--- src/rtl/vga_pkg.sv ---
// Shared timing constants, entity encoding and handshake state type for the
// VGA frame sequencer and its timing generator.
package vga_pkg;

    localparam logic [9:0] H_ACTIVE = 10'd640;
    localparam logic [9:0] H_FRONT  = 10'd16;
    localparam logic [9:0] H_SYNC   = 10'd96;
    localparam logic [9:0] H_BACK   = 10'd48;
    localparam logic [9:0] H_TOTAL  = H_ACTIVE + H_FRONT + H_SYNC + H_BACK;

    localparam logic [9:0] V_ACTIVE = 10'd480;
    localparam logic [9:0] V_FRONT  = 10'd10;
    localparam logic [9:0] V_SYNC   = 10'd2;
    localparam logic [9:0] V_BACK   = 10'd33;
    localparam logic [9:0] V_TOTAL  = V_ACTIVE + V_FRONT + V_SYNC + V_BACK;

    typedef logic [13:0] entity_t;

    // Unused channel: ID 4'hF, orientation 0, tile 0.
    localparam entity_t ENTITY_IDLE = 14'h3C00;

    localparam int unsigned ENT_ID_MSB     = 32'd13;
    localparam int unsigned ENT_ID_LSB     = 32'd10;
    localparam int unsigned ENT_ORIENT_MSB = 32'd9;
    localparam int unsigned ENT_ORIENT_LSB = 32'd8;
    localparam int unsigned ENT_TILE_MSB   = 32'd7;
    localparam int unsigned ENT_TILE_LSB   = 32'd0;

    localparam int unsigned TILE_LEN_PIXEL = 32'd40;
    localparam int unsigned SCREENSIZE_H   = 32'd16;
    localparam int unsigned SCREENSIZE_V   = 32'd12;

    localparam int unsigned NUM_ENTITIES   = 32'd9;

    typedef enum logic [0:0] {
        HS_IDLE    = 1'b0,
        HS_PENDING = 1'b1
    } hs_state_t;

endpackage

--- src/rtl/vga_frame_sequencer_if.sv ---
// Entity hand-over bundle between game logic (master) and the frame
// sequencer (slave): staged inputs, req/ack, and frame-stable outputs.
interface vga_frame_sequencer_if;
    import vga_pkg::*;

    entity_t entity_in_1;
    entity_t entity_in_2;
    entity_t entity_in_3;
    entity_t entity_in_4;
    entity_t entity_in_5;
    entity_t entity_in_6;
    entity_t entity_in_7;
    entity_t entity_in_8_Flip;
    entity_t entity_in_9_Flip;
    logic    update_req;
    logic    update_ack;
    entity_t entity_1;
    entity_t entity_2;
    entity_t entity_3;
    entity_t entity_4;
    entity_t entity_5;
    entity_t entity_6;
    entity_t entity_7;
    entity_t entity_8_Flip;
    entity_t entity_9_Flip;

    modport master (
        output entity_in_1, entity_in_2, entity_in_3, entity_in_4, entity_in_5,
               entity_in_6, entity_in_7, entity_in_8_Flip, entity_in_9_Flip,
               update_req,
        input  update_ack,
               entity_1, entity_2, entity_3, entity_4, entity_5,
               entity_6, entity_7, entity_8_Flip, entity_9_Flip
    );

    modport slave (
        input  entity_in_1, entity_in_2, entity_in_3, entity_in_4, entity_in_5,
               entity_in_6, entity_in_7, entity_in_8_Flip, entity_in_9_Flip,
               update_req,
        output update_ack,
               entity_1, entity_2, entity_3, entity_4, entity_5,
               entity_6, entity_7, entity_8_Flip, entity_9_Flip
    );

endinterface

--- src/rtl/vga_timing_gen.sv ---
// Free-running raster counters with syncs, display enable and frame/vblank
// pulses, all registered from the next counter value so they share one edge.
module vga_timing_gen
    import vga_pkg::*;
#(
    parameter logic [9:0] H_ACT = H_ACTIVE,
    parameter logic [9:0] H_FP  = H_FRONT,
    parameter logic [9:0] H_SW  = H_SYNC,
    parameter logic [9:0] H_BP  = H_BACK,
    parameter logic [9:0] V_ACT = V_ACTIVE,
    parameter logic [9:0] V_FP  = V_FRONT,
    parameter logic [9:0] V_SW  = V_SYNC,
    parameter logic [9:0] V_BP  = V_BACK
) (
    input  logic       clk,
    input  logic       reset,
    output logic [9:0] counter_h,
    output logic [9:0] counter_v,
    output logic       hsync,
    output logic       vsync,
    output logic       display_on,
    output logic       frame_start,
    output logic       vblank_start,
    output logic [7:0] frame_count
);

    localparam logic [9:0] H_TOT    = H_ACT + H_FP + H_SW + H_BP;
    localparam logic [9:0] V_TOT    = V_ACT + V_FP + V_SW + V_BP;
    localparam logic [9:0] HS_BEGIN = H_ACT + H_FP;
    localparam logic [9:0] HS_END   = H_ACT + H_FP + H_SW;
    localparam logic [9:0] VS_BEGIN = V_ACT + V_FP;
    localparam logic [9:0] VS_END   = V_ACT + V_FP + V_SW;

    logic [9:0] h_r, v_r, h_next_s, v_next_s;
    logic       hsync_r, vsync_r, display_r, frame_start_r, vblank_r;
    logic [7:0] frame_count_r;
    logic       frame_next_s;

    // Next raster position: H wraps every line, V advances only on H wrap.
    always_comb begin
        h_next_s = h_r;
        v_next_s = v_r;
        if (h_r == H_TOT - 10'd1) begin
            h_next_s = 10'd0;
            if (v_r == V_TOT - 10'd1) begin
                v_next_s = 10'd0;
            end else begin
                v_next_s = v_r + 10'd1;
            end
        end else begin
            h_next_s = h_r + 10'd1;
        end
    end

    assign frame_next_s = (h_next_s == 10'd0) && (v_next_s == 10'd0);

    // Counters and every timing output decoded from the next position.
    always_ff @(posedge clk or posedge reset) begin
        if (reset) begin
            h_r           <= 10'd0;
            v_r           <= 10'd0;
            hsync_r       <= 1'b1;
            vsync_r       <= 1'b1;
            display_r     <= 1'b0;
            frame_start_r <= 1'b0;
            vblank_r      <= 1'b0;
            frame_count_r <= 8'd0;
        end else begin
            h_r           <= h_next_s;
            v_r           <= v_next_s;
            hsync_r       <= !((h_next_s >= HS_BEGIN) && (h_next_s < HS_END));
            vsync_r       <= !((v_next_s >= VS_BEGIN) && (v_next_s < VS_END));
            display_r     <= (h_next_s < H_ACT) && (v_next_s < V_ACT);
            frame_start_r <= frame_next_s;
            vblank_r      <= (h_next_s == 10'd0) && (v_next_s == V_ACT);
            frame_count_r <= frame_count_r + {7'd0, frame_next_s};
        end
    end

    assign counter_h    = h_r;
    assign counter_v    = v_r;
    assign hsync        = hsync_r;
    assign vsync        = vsync_r;
    assign display_on   = display_r;
    assign frame_start  = frame_start_r;
    assign vblank_start = vblank_r;
    assign frame_count  = frame_count_r;

endmodule

--- src/rtl/vga_frame_sequencer.sv ---
// Raster timing plus tear-free entity hand-over: a staged entity set is copied
// into shadow registers only in the vblank_start cycle, acknowledged there.
module vga_frame_sequencer
    import vga_pkg::*;
#(
    parameter logic [9:0] H_ACT = H_ACTIVE,
    parameter logic [9:0] H_FP  = H_FRONT,
    parameter logic [9:0] H_SW  = H_SYNC,
    parameter logic [9:0] H_BP  = H_BACK,
    parameter logic [9:0] V_ACT = V_ACTIVE,
    parameter logic [9:0] V_FP  = V_FRONT,
    parameter logic [9:0] V_SW  = V_SYNC,
    parameter logic [9:0] V_BP  = V_BACK
) (
    input  logic                  clk,
    input  logic                  reset,
    vga_frame_sequencer_if.slave  bus,
    output logic [9:0]            counter_H,
    output logic [9:0]            counter_V,
    output logic                  hsync,
    output logic                  vsync,
    output logic                  display_on,
    output logic                  frame_start,
    output logic                  vblank_start,
    output logic [7:0]            frame_count
);

    hs_state_t state_r, state_next_s;
    entity_t   shadow_r [NUM_ENTITIES];
    entity_t   in_s     [NUM_ENTITIES];
    logic      latch_s;

    vga_timing_gen #(
        .H_ACT(H_ACT), .H_FP(H_FP), .H_SW(H_SW), .H_BP(H_BP),
        .V_ACT(V_ACT), .V_FP(V_FP), .V_SW(V_SW), .V_BP(V_BP)
    ) u_timing (
        .clk          (clk),
        .reset        (reset),
        .counter_h    (counter_H),
        .counter_v    (counter_V),
        .hsync        (hsync),
        .vsync        (vsync),
        .display_on   (display_on),
        .frame_start  (frame_start),
        .vblank_start (vblank_start),
        .frame_count  (frame_count)
    );

    assign in_s[0] = bus.entity_in_1;
    assign in_s[1] = bus.entity_in_2;
    assign in_s[2] = bus.entity_in_3;
    assign in_s[3] = bus.entity_in_4;
    assign in_s[4] = bus.entity_in_5;
    assign in_s[5] = bus.entity_in_6;
    assign in_s[6] = bus.entity_in_7;
    assign in_s[7] = bus.entity_in_8_Flip;
    assign in_s[8] = bus.entity_in_9_Flip;

    // A request seen in the vblank_start cycle is latched there, even if new.
    assign latch_s        = vblank_start && bus.update_req;
    assign bus.update_ack = latch_s;

    // Handshake state register.
    always_ff @(posedge clk or posedge reset) begin
        if (reset) begin
            state_r <= HS_IDLE;
        end else begin
            state_r <= state_next_s;
        end
    end

    // Handshake next-state: a dropped request is abandoned without latching.
    always_comb begin
        state_next_s = state_r;
        case (state_r)
            HS_IDLE: begin
                if (bus.update_req && !latch_s) begin
                    state_next_s = HS_PENDING;
                end else begin
                    state_next_s = HS_IDLE;
                end
            end
            HS_PENDING: begin
                if (!bus.update_req || latch_s) begin
                    state_next_s = HS_IDLE;
                end else begin
                    state_next_s = HS_PENDING;
                end
            end
            default: state_next_s = HS_IDLE;
        endcase
    end

    // Frame-stable shadow copy of the entity set.
    always_ff @(posedge clk or posedge reset) begin
        if (reset) begin
            for (int i = 0; i < NUM_ENTITIES; i++) begin
                shadow_r[i] <= ENTITY_IDLE;
            end
        end else if (latch_s) begin
            shadow_r <= in_s;
        end else begin
            shadow_r <= shadow_r;
        end
    end

    assign bus.entity_1      = shadow_r[0];
    assign bus.entity_2      = shadow_r[1];
    assign bus.entity_3      = shadow_r[2];
    assign bus.entity_4      = shadow_r[3];
    assign bus.entity_5      = shadow_r[4];
    assign bus.entity_6      = shadow_r[5];
    assign bus.entity_7      = shadow_r[6];
    assign bus.entity_8_Flip = shadow_r[7];
    assign bus.entity_9_Flip = shadow_r[8];

endmodule

--- src/flat_wrapper.sv ---
// flat-port wrapper written by rule: the top's interface ports become plain ports
module vga_frame_sequencer_flat import vga_pkg::*;
#(
    parameter logic [9:0] H_ACT = H_ACTIVE,
    parameter logic [9:0] H_FP  = H_FRONT,
    parameter logic [9:0] H_SW  = H_SYNC,
    parameter logic [9:0] H_BP  = H_BACK,
    parameter logic [9:0] V_ACT = V_ACTIVE,
    parameter logic [9:0] V_FP  = V_FRONT,
    parameter logic [9:0] V_SW  = V_SYNC,
    parameter logic [9:0] V_BP  = V_BACK
)
  (clk, reset, counter_H, counter_V, hsync, vsync, display_on, frame_start, vblank_start, frame_count, bus_entity_in_1, bus_entity_in_2, bus_entity_in_3, bus_entity_in_4, bus_entity_in_5, bus_entity_in_6, bus_entity_in_7, bus_entity_in_8_Flip, bus_entity_in_9_Flip, bus_update_req, bus_update_ack, bus_entity_1, bus_entity_2, bus_entity_3, bus_entity_4, bus_entity_5, bus_entity_6, bus_entity_7, bus_entity_8_Flip, bus_entity_9_Flip);
  vga_frame_sequencer_if bus_i ();
  input  logic clk;
  input  logic reset;
  output logic [9:0] counter_H;
  output logic [9:0] counter_V;
  output logic hsync;
  output logic vsync;
  output logic display_on;
  output logic frame_start;
  output logic vblank_start;
  output logic [7:0] frame_count;
  input wire logic [$bits(bus_i.entity_in_1)-1:0] bus_entity_in_1;
  input wire logic [$bits(bus_i.entity_in_2)-1:0] bus_entity_in_2;
  input wire logic [$bits(bus_i.entity_in_3)-1:0] bus_entity_in_3;
  input wire logic [$bits(bus_i.entity_in_4)-1:0] bus_entity_in_4;
  input wire logic [$bits(bus_i.entity_in_5)-1:0] bus_entity_in_5;
  input wire logic [$bits(bus_i.entity_in_6)-1:0] bus_entity_in_6;
  input wire logic [$bits(bus_i.entity_in_7)-1:0] bus_entity_in_7;
  input wire logic [$bits(bus_i.entity_in_8_Flip)-1:0] bus_entity_in_8_Flip;
  input wire logic [$bits(bus_i.entity_in_9_Flip)-1:0] bus_entity_in_9_Flip;
  input wire logic [$bits(bus_i.update_req)-1:0] bus_update_req;
  output wire logic [$bits(bus_i.update_ack)-1:0] bus_update_ack;
  output wire logic [$bits(bus_i.entity_1)-1:0] bus_entity_1;
  output wire logic [$bits(bus_i.entity_2)-1:0] bus_entity_2;
  output wire logic [$bits(bus_i.entity_3)-1:0] bus_entity_3;
  output wire logic [$bits(bus_i.entity_4)-1:0] bus_entity_4;
  output wire logic [$bits(bus_i.entity_5)-1:0] bus_entity_5;
  output wire logic [$bits(bus_i.entity_6)-1:0] bus_entity_6;
  output wire logic [$bits(bus_i.entity_7)-1:0] bus_entity_7;
  output wire logic [$bits(bus_i.entity_8_Flip)-1:0] bus_entity_8_Flip;
  output wire logic [$bits(bus_i.entity_9_Flip)-1:0] bus_entity_9_Flip;
  assign bus_i.entity_in_1 = bus_entity_in_1;
  assign bus_i.entity_in_2 = bus_entity_in_2;
  assign bus_i.entity_in_3 = bus_entity_in_3;
  assign bus_i.entity_in_4 = bus_entity_in_4;
  assign bus_i.entity_in_5 = bus_entity_in_5;
  assign bus_i.entity_in_6 = bus_entity_in_6;
  assign bus_i.entity_in_7 = bus_entity_in_7;
  assign bus_i.entity_in_8_Flip = bus_entity_in_8_Flip;
  assign bus_i.entity_in_9_Flip = bus_entity_in_9_Flip;
  assign bus_i.update_req = bus_update_req;
  assign bus_update_ack = bus_i.update_ack;
  assign bus_entity_1 = bus_i.entity_1;
  assign bus_entity_2 = bus_i.entity_2;
  assign bus_entity_3 = bus_i.entity_3;
  assign bus_entity_4 = bus_i.entity_4;
  assign bus_entity_5 = bus_i.entity_5;
  assign bus_entity_6 = bus_i.entity_6;
  assign bus_entity_7 = bus_i.entity_7;
  assign bus_entity_8_Flip = bus_i.entity_8_Flip;
  assign bus_entity_9_Flip = bus_i.entity_9_Flip;
  vga_frame_sequencer #(.H_ACT(H_ACT), .H_FP(H_FP), .H_SW(H_SW), .H_BP(H_BP), .V_ACT(V_ACT), .V_FP(V_FP), .V_SW(V_SW), .V_BP(V_BP)) u_core (.clk(clk), .reset(reset), .bus(bus_i), .counter_H(counter_H), .counter_V(counter_V), .hsync(hsync), .vsync(vsync), .display_on(display_on), .frame_start(frame_start), .vblank_start(vblank_start), .frame_count(frame_count));
endmodule
--- config.mk ---
export PLATFORM = sky130hd
export DESIGN_NAME = vga_frame_sequencer_flat
export DESIGN_NICKNAME = d
export VERILOG_FILES = /design/src/rtl/vga_pkg.sv /design/src/rtl/vga_frame_sequencer_if.sv /design/src/rtl/vga_timing_gen.sv /design/src/rtl/vga_frame_sequencer.sv /design/src/flat_wrapper.sv
export SDC_FILE = /design/constraint.sdc
export NUM_CORES = 1
export LEC_CHECK = 0
export ABC_AREA = 1
export ABC_CLOCK_PERIOD_IN_PS = 5800
export CORE_AREA = 4 4 154 156
export DETAILED_ROUTE_END_ITERATION = 12
export DIE_AREA = 0 0 158 160
export DONT_BUFFER_PORTS = 1
export GPL_ROUTABILITY_DRIVEN = 1
export HOLD_SLACK_MARGIN = 0.08
export SLEW_MARGIN = 20
export SYNTH_ARGS = -nofsm -noshare
export SYNTH_HDL_FRONTEND = slang
export SYNTH_SLANG_ARGS = --single-unit
--- constraint.sdc ---
create_clock -name clk -period 5.8 [get_ports clk]
set_clock_uncertainty 0.05 [all_clocks]
set_input_delay 1.16 -clock clk [delete_from_list [all_inputs] [get_ports clk]]
set_output_delay 1.16 -clock clk [all_outputs]
set_load 0.01 [all_outputs]
* Yosys cells after proc, flatten, opt, wreduce, memory -nomap -nowiden *
Index checks and enable logic that the tools add are counted.

cells by class
  $add $sub $neg = 3
  magnitude comparators = 6
  reduce and logical (&&, ||, !) cells = 10
  eq/ne operators = 3
  mux-type cells = 3

operators with widths
  kind                                                                 number
  2-to-1 mux 10 bit                                                    3
  adder 10 x 1 -> 10 bit (second input constant)                       2
  == test 10 bit (second input constant)                               2
  logical NOT 10 bit                                                   2
  less-than comparator 10 bit (second input constant)                  2
  less-than comparator 10 x 9 -> 1 bit (second input constant)         2
  == test 10 x 9 -> 1 bit (second input constant)                      1
  greater-or-equal comparator 10 bit (second input constant)           1
  greater-or-equal comparator 10 x 9 -> 1 bit (second input constant)  1
  adder 8 x 1 -> 8 bit                                                 1
  logical AND 1 bit                                                    6
  logical NOT 1 bit                                                    2

word-level totals
  register bits = 159
  logic and storage cells = 42
  input port bits = 129
  output and inout bits = 160

* Logic depth before layout (Yosys ltp) *
  depth after elaboration = 6
  mapped depth = 18
  mapped depth without buffers = 17

* Cells and area by module *
From an unflattened synthesis, not the netlist that was laid out.

unflattened totals
  cell total of the unflattened synthesis = 800
  area total of the unflattened synthesis = 7005.5 µm²

by module, submodules not included
  module               instances  area an instance (µm²)  seq. area each (µm²)  cells each
  vga_frame_sequencer  1          5044.8                  3198.1                548
  vga_timing_gen       1          1960.6                  828.3                 252

* Worst setup path after synthesis *
OpenSTA, ideal clock, no wires.

  path kind = in2out
  start = in bus_update_req
  end = out bus_update_ack
  data required time = 4590 ps
  slack = 2821 ps
  cell stages on the path = 3
  path buffers = 1
  arrival = 1769 ps
  cell sequence = nand2_1 -> inv_2 -> clkbuf_1

on the way
  word-level cells in the longest chain between the ends = 1

RTL lines
  what               RTL line                   RTL
  from (decl)        flat_wrapper.sv:34         input wire logic [$bits(bus_i.update_req)-1:0] bus_update_req;
  logical AND 1 bit  vga_frame_sequencer.sv:60  assign latch_s = vblank_start && bus.update_req;
  to (decl)          flat_wrapper.sv:35         output wire logic [$bits(bus_i.update_ack)-1:0] bus_update_ack;

No other way between the ends.

* Worst setup path after layout *
Same ends and word-level chain as after synthesis.

==> impl_metrics.toml <==
[outcome]
outcome = "finished clean"

[worst_setup_path]
slowest_delay_ps = 580
slowest_stage = "inv_4"
rrSetupSlack_ps = 2710
arrival_ps = 2090
reg2regPathDepth = 16
worstPathMaxFanout = 49
crit_chain = "nand2_4 -> inv_4"
reg2reg_from = "u_core.u_timing.counter_h[0]"
r2r_end = "u_core.u_timing.frame_count[6]"
cp_num_cells = 2
cp-end-kind = "output pin"
cp.required_ps = 4590
start_kind = "primary input"
path_class = "primary input to output pin"
cp_top_family = "buffers and inverters"
critPathBufInv = 1

[layout]
multiInputGateArea_um2 = 2320
seq_area_um2 = 4030
drive_above_1_share_pct = 13.4
nets = 907
syn2layout_area_growth_pct = 13.2
fin_cells = 1070
n_antenna_cell = 0
nFillCells = 2332
post-route-util_pct = 33.5
fin_area_um2 = 7500

[drt]
ant_nets = 0
vias = 4828
drt-met1-wl_mm = 7.20
route.met3.wl_mm = 1.62
met2WireLength_mm = 8.30
top_layer = "met4"
drt-pass1-iter-count = 6
routed_via_density = 4.51
wirelength_mm = 17.5
drt_iter0_drc = 319
drc_errors = 0
wl_per_cell_um = 16.4

[clock_tree]
hold_buffers = 0
cts.clk_slew.worst_paths_ps = 70
cts_tree = "yes"
clockRootBuffer = "clkbuf_16"
clock_latency_ps = 410
cts_resized = 0
cts_sinks = 159
clockBufferDepth = 2
cts_setup_buffers = 0
numCtsBuffers = 17
htree_levels = 4

[die]
fp.dieW_um = 158
io_pins = 289
rows = 55
core_um2 = 22400
dieArea_um2 = 25300
die_h_um = 160
initial_utilization_pct = 29.6

[timing]
fmax_mhz = 303
maxSlewHeadroom_pct = 36.1
period_minus_slack_ps = 3300
finalCritPeriodShare_pct = 57.0
drv_slew = 0
setup_viol = 0
worst_slack_ps = 2500
tightest_slew_ps = 958
hold_slack_ps = 444
setup_tns_ps = 0
grt_setup_unrepaired = "no"
hold_viol = 0

[place]
numPortBuffers = 0
place_ws_ps = 2450
gp_congestion = 0.783
placed_cell_area_um2 = 6900
placed_cells = 1038
hpwl_mm = 12.4

[synth]
synth-edff-count = 0
synth_top_area_share_pct = 45.7
synthDistinctLibCells = 27
synth_area_per_cell_um2 = 8.51
synth_most_common_cell = "nand2_1"
synth.area.top_cells = "dfrtp_1 46%, nand2_1 25%, dfstp_2 15%, inv_1 2.3%, nand3_1 2.0%"
yosys_warnings = 0
ys_ff_latch = 159
synth_cells = 778
synthFlopType = "dfrtp_1"
synth_top_cell_by_area = "dfrtp_1"
seq_area_frac_synth_pct = 60.8
synthTopCellsByCount = "442 x nand2_1, 121 x dfrtp_1, 41 x inv_1, 38 x dfstp_2"
netlist_area_um2 = 6620
syn-num-nets = 913
async_flop_share_pct = 100

[grt]
grt.overflow.total = 0
grtUsageTotal_pct = 13.4
antenna_found_initial = 0
grt_max_degree = 84
grt_pass1_vias = 4802
grt_pass1_wl_mm = 26.8

[power_and_ir_drop]
vdd_drop_max_mv = 0.156
power_mw = 2.27
power_density_nw_per_um2 = 303
p_leak_nw = 4.04

[worst_hold_path]
min_path_type = "register to register"
min_to = "u_core.bus.entity_1[10]"
hp-start = "u_core.bus.entity_1[10]"
hold_depth = 2

[flow_run]
drv_cap = 0
flip-flops by register name, indices dropped and copies added (netlist names), 8 cells and up:
signal,flops
u_core.u_timing.counter_v,10
u_core.bus.entity_4,14
u_core.bus.entity_2,14
u_core.bus.entity_8_Flip,14
u_core.bus.entity_3,14
u_core.bus.entity_7,14
u_core.u_timing.frame_count,8
u_core.bus.entity_5,14
u_core.bus.entity_9_Flip,14
u_core.bus.entity_1,14
u_core.bus.entity_6,14
u_core.u_timing.counter_h,10
cell families (layout without fill, tap and decap cells):
family                   Yosys count  after routing  share of synthesized area, %
XOR/XNOR                           6              6                         0.793
adder cells (fa/ha/maj)            6              6                          1.13
flip-flops                       159            159                          60.8
buffers and inverters             72             79                          4.33
AO/OA/AOI/OAI                      4              4                         0.340
AND/OR/NAND/NOR                  531            531                          32.6
worst max-delay path by stage:
| stage | start | to | slack, ps |
|---|---|---|---|
| 2_1_floorplan | reset | u_core.bus.entity_1[0] | 360 |
| 3_3_place_gp | bus_update_req | bus_update_ack | 2460 |
| 3_5_place_dp | bus_update_req | bus_update_ack | 2450 |
| 4_1_cts | bus_update_req | bus_update_ack | 2450 |
| 5_1_grt | bus_update_req | bus_update_ack | 2360 |
| 6_report | bus_update_req | bus_update_ack | 2500 |
cell usage in the layout (no fill, tap or decap), drive strengths merged, types with 2 or more instances in the layout:
master	netlist	layout
nand3	32	32
inv	43	50
or2	2	2
ha	6	6
nor2	33	33
o21ai	3	3
clkinvlp	0	2
clkbuf	19	17
dfrtp	121	121
xor2	5	5
nand4	5	5
clkinv	0	4
buf	10	4
bufinv	0	2
nand2	453	453
dfstp	38	38
nor3	4	4
cell type report:
type | instances | area share, %
multi-input combinational | 547 | 30.9
clock inverter | 15 | 2.32
timing repair buffer | 4 | 0.400
inverter | 43 | 2.25
clock buffer | 17 | 5.67
tap | 285 | 4.76
sequential | 159 | 53.7
power breakdown:
part / internal (mW) / leakage, nW / switching [mW] / total [mW]
logic: 0.00113 / 1.69 / 0.0215 / 0.0226
registers: 1.11 / 2.06 / 0 / 1.11
clock network: 0.650 / 0.292 / 0.490 / 1.14
total: 1.76 / 4.04 / 0.512 / 2.27
metal layers:
metal	global-route usage, %	vias up
met2	22.1	197
met5	0	-
met1	16.2	2266
li1	-	2346
met3	4.50	19
met4	5.23	0
Power figures use the tool's default switching activity.
==> RTL edit 1, RTL diff (same flow settings) <==
Register the output `counter_H`, without a reset; this adds one clock of latency there. The other outputs are not delayed to match.
--- a/src/rtl/vga_frame_sequencer.sv
+++ b/src/rtl/vga_frame_sequencer.sv
@@ -26,4 +26,6 @@
 );
 
+    logic [9:0] counter_H_d;
+
     hs_state_t state_r, state_next_s;
     entity_t   shadow_r [NUM_ENTITIES];
@@ -37,5 +39,5 @@
         .clk          (clk),
         .reset        (reset),
-        .counter_h    (counter_H),
+        .counter_h    (counter_H_d),
         .counter_v    (counter_V),
         .hsync        (hsync),
@@ -115,4 +117,8 @@
     assign bus.entity_9_Flip = shadow_r[8];
 
+    always_ff @(posedge clk) begin
+        counter_H <= counter_H_d;
+    end
+
 endmodule
 
Behaviour: not the same (Yosys sat finds a counterexample within 4 cycles, from zero or initial values and one cycle with reset high).
==> RTL edit 1 against the original RTL <==
  * Maximum frequency grew 5.6%
  * Worst setup slack gained 170 ps
  * Synthesized area grew 3.0%
  * Sequential cell count grew 10
  * Cell area grew 2.2%
  * Non-clock buffer count is the same
  * Utilization grew 0.72 points
  * Total power grew 0.91%
  * Global-route usage shrank 0.22 points
  * Die area is the same
  * Wire length shrank 0.19%
==> RTL edit 1: results (changes against the original RTL) <==
hold wc startpoint: u_core.u_timing.counter_h[3]$_DFF_PP0_
post-synthesis adder-cell area fraction: 1.10% (-0.033 points)
status: complete, no violations
largest net degree at the start of global routing: 89 (+6.0%)
DR top layer: met5
M3 GR Usage: 6.02% (+1.5 points)
Min-Delay Endpoint: u_core.counter_H[3]$_DFF_P_
critical path data arrival time: 1920 ps (-170 ps)
drt wl/cell: 16.2 um (-1.1%)
hold_ws: 340 ps (-103 ps)
Synth Area in XOR/XNOR: 0.770% (-0.023 points)
dpl cell area: 7100 sq um (+2.9%)
met1 wire length: 6980 um (-3.1%)
Worst Hold Path Cells: 0 (-2)
VDD IR max: 0.000132 V (-15%)
share of cells above drive strength 1: 13.1% (-0.29 points)
worst-case clock buffer depth: 2 (unchanged)
GRT Total Usage: 13.2% (-0.22 points)
CP Max Fanout: 45 (-8.2%)
Synth cell types: 28 (+3.7%)
Place WS: 2650 ps (+201 ps)
R2R cell count: 15 (-1)
Slew @ Worst Pin: 870 ps (-88.3 ps)
asr flop ratio synth: 94.1% (-5.9 points)
P_sw: 545 uW (+6.4%)
DR WL met3: 2000 um (+23%)
Max Fclk: 320 MHz (+5.6%)
met1 Usage GRT: 15.2% (-0.95 points)
main area contributors after synthesis: dfrtp_1 (44%), nand2_1 (24%), dfstp_2 (15%)
Via density: 4.48 (-0.72%)
Synth Net Count: 923 (+1.1%)
GRT met2 Usage: 22.1% (about the same)
routability-driven placement congestion ratio: 0.791 (+1.0%)
vias in the first global route: 4733 (-1.4%)
Leakage: 0.00410 uW (+1.5%)
Non-Filler Instances: 1080 (+0.93%)
first-pass GRT wire length: 26500 um (-1.3%)
crit-path max cell delay: 480 ps (-100 ps)
compound-gate portion of the synthesized area: 0.330% (-0.010 points)
Placed Instances: 1048 (+0.96%)
initial antenna violation count: 1 (+1)
Detailed Route Iter0 Violations: 369 (+16%)
FF-to-FF setup slack: 2800 ps (+90 ps)
DR pass1 iterations: 5 (-1)
ANT cells: 0 (unchanged)
RTL edit 1: changes by cell type after synthesis, sizes merged:
cell / change
dfxtp: +10
RTL edit 1: area by class of cell:
type,instances,area (sq um)
fillers,2282,14700
flip-flops and latches,169,4230
multi-input cells,547,2320
clock buffers,18,429
well taps,285,357
inverters,43,169
clock inverters,14,131
repair buffers,4,30.0
RTL edit 1: cell families (layout without fill, tap and decap cells):
| kind of cell | Yosys count | count (layout) |
|---|---|---|
| fa+ha+maj | 6 | 6 |
| buf+inv | 72 | 79 |
| xor+xnor | 6 | 6 |
| simple gates | 531 | 531 |
| compound gates | 4 | 4 |
| flops | 169 | 169 |
RTL edit 1: power by group through the flow:
stage / logic, uW / registers (uW) / clock network, uW
after CTS: 24.4 / 1180 / 1130
after global routing: 27.3 / 1180 / 1190
final: 22.3 / 1180 / 1090
after detailed placement: 24.4 / 1200 / 0
after floorplan: 15.8 / 1200 / 0
after global placement: 24.7 / 1200 / 0
==> RTL edit 2, RTL diff (same settings) <==
Without the edit above. Take the reset off `h_r` and `v_r` and load them in a clocked block of their own.
--- a/src/rtl/vga_timing_gen.sv
+++ b/src/rtl/vga_timing_gen.sv
@@ -58,6 +58,4 @@
     always_ff @(posedge clk or posedge reset) begin
         if (reset) begin
-            h_r           <= 10'd0;
-            v_r           <= 10'd0;
             hsync_r       <= 1'b1;
             vsync_r       <= 1'b1;
@@ -67,6 +65,4 @@
             frame_count_r <= 8'd0;
         end else begin
-            h_r           <= h_next_s;
-            v_r           <= v_next_s;
             hsync_r       <= !((h_next_s >= HS_BEGIN) && (h_next_s < HS_END));
             vsync_r       <= !((v_next_s >= VS_BEGIN) && (v_next_s < VS_END));
@@ -76,4 +72,9 @@
             frame_count_r <= frame_count_r + {7'd0, frame_next_s};
         end
+    end
+
+    always_ff @(posedge clk) begin
+        h_r <= h_next_s;
+        v_r <= v_next_s;
     end
 
Function: changed (a bounded check fails within 4 cycles, from zero or initial values and one cycle with reset high).
==> RTL edit 2 against the original RTL <==
  * Sequential cell count unchanged
  * Worst hold slack is essentially flat
  * Utilization fell by 0.54 points
  * Wire length is 0.23% higher
  * Synthesized area down 1.8%
  * Total power is 1.3% lower
  * Synthesized cell count grew 0.90%
  * Cell area fell by 1.6%
  * Global-route usage decreased by 0.13 points
  * Worst setup slack better by 120 ps
  * Largest power group unchanged
==> RTL edit 2: results (changes against the original RTL) <==
VDD IR max: 0.000152 V (-2.2%)
synthesized instance count: 785 (+0.90%)
DP HPWL: 12700 um (+2.1%)
dpl cell area: 6790 sq um (-1.6%)
drt wl/cell: 16.3 um (-0.61%)
Slew @ Worst Pin: 861 ps (-97.4 ps)
Min-Delay Endpoint: u_core.bus.entity_6[12]$_DFFE_PP1P_
top post-synthesis cells by count: nand2_1 (443), dfrtp_1 (101), inv_1 (50), dfstp_2 (38), nor2_1 (33)
Final nets: 915 (+0.88%)
worst-skew pair later-pin latency: 410 ps (about the same)
routability-driven placement congestion ratio: 0.858 (+9.6%)
Detailed Route Iter0 Violations: 370 (+16%)
GRT Total Usage: 13.3% (-0.13 points)
share of cells above drive strength 1: 11.6% (-1.8 points)
main area contributors after synthesis: dfrtp_1 (39%), nand2_1 (26%), dfstp_2 (15%)
Placed Instances: 1046 (+0.77%)
largest net degree at the start of global routing: 82 (-2.4%)
Pint: 1730 uW (-1.9%)
Tcrit/Tclk final: 54.9% (-2.1 points)
Non-Filler Instances: 1079 (+0.84%)
Synth cell types: 26 (-3.7%)
Reg clk slew, reported paths: 60 ps
Place WS: 2600 ps (+155 ps)
crit path max-delay cell type: inv_4
Synth Net Count: 920 (+0.77%)
DR pass1 iterations: 4 (-2)
Crit path max-delay family: buffers and inverters
status: complete, no violations
clock network power share: 49.7% (-0.5 points)
initial antenna violation count: 1 (+1)
Via density: 4.43 (-1.7%)
hold_ws: 444 ps (+0.356 ps)
asr flop ratio synth: 87.4% (-13 points)
hold wc startpoint: u_core.bus.entity_6[12]$_DFFE_PP1P_
critical path data arrival time: 1970 ps (-120 ps)
worst reg2reg startpoint: u_core.u_timing.counter_h[0]$_DFF_P_
vias in the first global route: 4746 (-1.2%)
first-pass GRT wire length: 26400 um (-1.7%)
## RTL edit 2: layer usage
layer,vias to the layer above,GRT usage [%],wire [um]
met5,-,0,0
met4,0,4.65,367
met3,20,6.88,2120
met2,208,22.0,8330
met1,2191,14.6,6720
li1,2365,-,-
## RTL edit 2: layout make-up
| type | count | area [sq um] |
|---|---|---|
| fillers | 2347 | 15000 |
| clock inverters | 14 | 148 |
| flip-flops and latches | 159 | 3930 |
| diodes | 1 | 2.50 |
| inverters | 51 | 199 |
| multi-input cells | 548 | 2280 |
| repair buffers | 3 | 22.5 |
| well taps | 285 | 357 |
| clock buffers | 18 | 439 |
## RTL edit 2: logic make-up after synthesis
kind of cell / after synthesis / synth area share (%)
adder cells (fa/ha/maj): 6 / 1.15
flip-flops: 159 / 60.4
AO/OA/AOI/OAI: 7 / 0.808
AND/OR/NAND/NOR: 529 / 32.2
buffers and inverters: 78 / 4.62
XOR/XNOR: 6 / 0.808
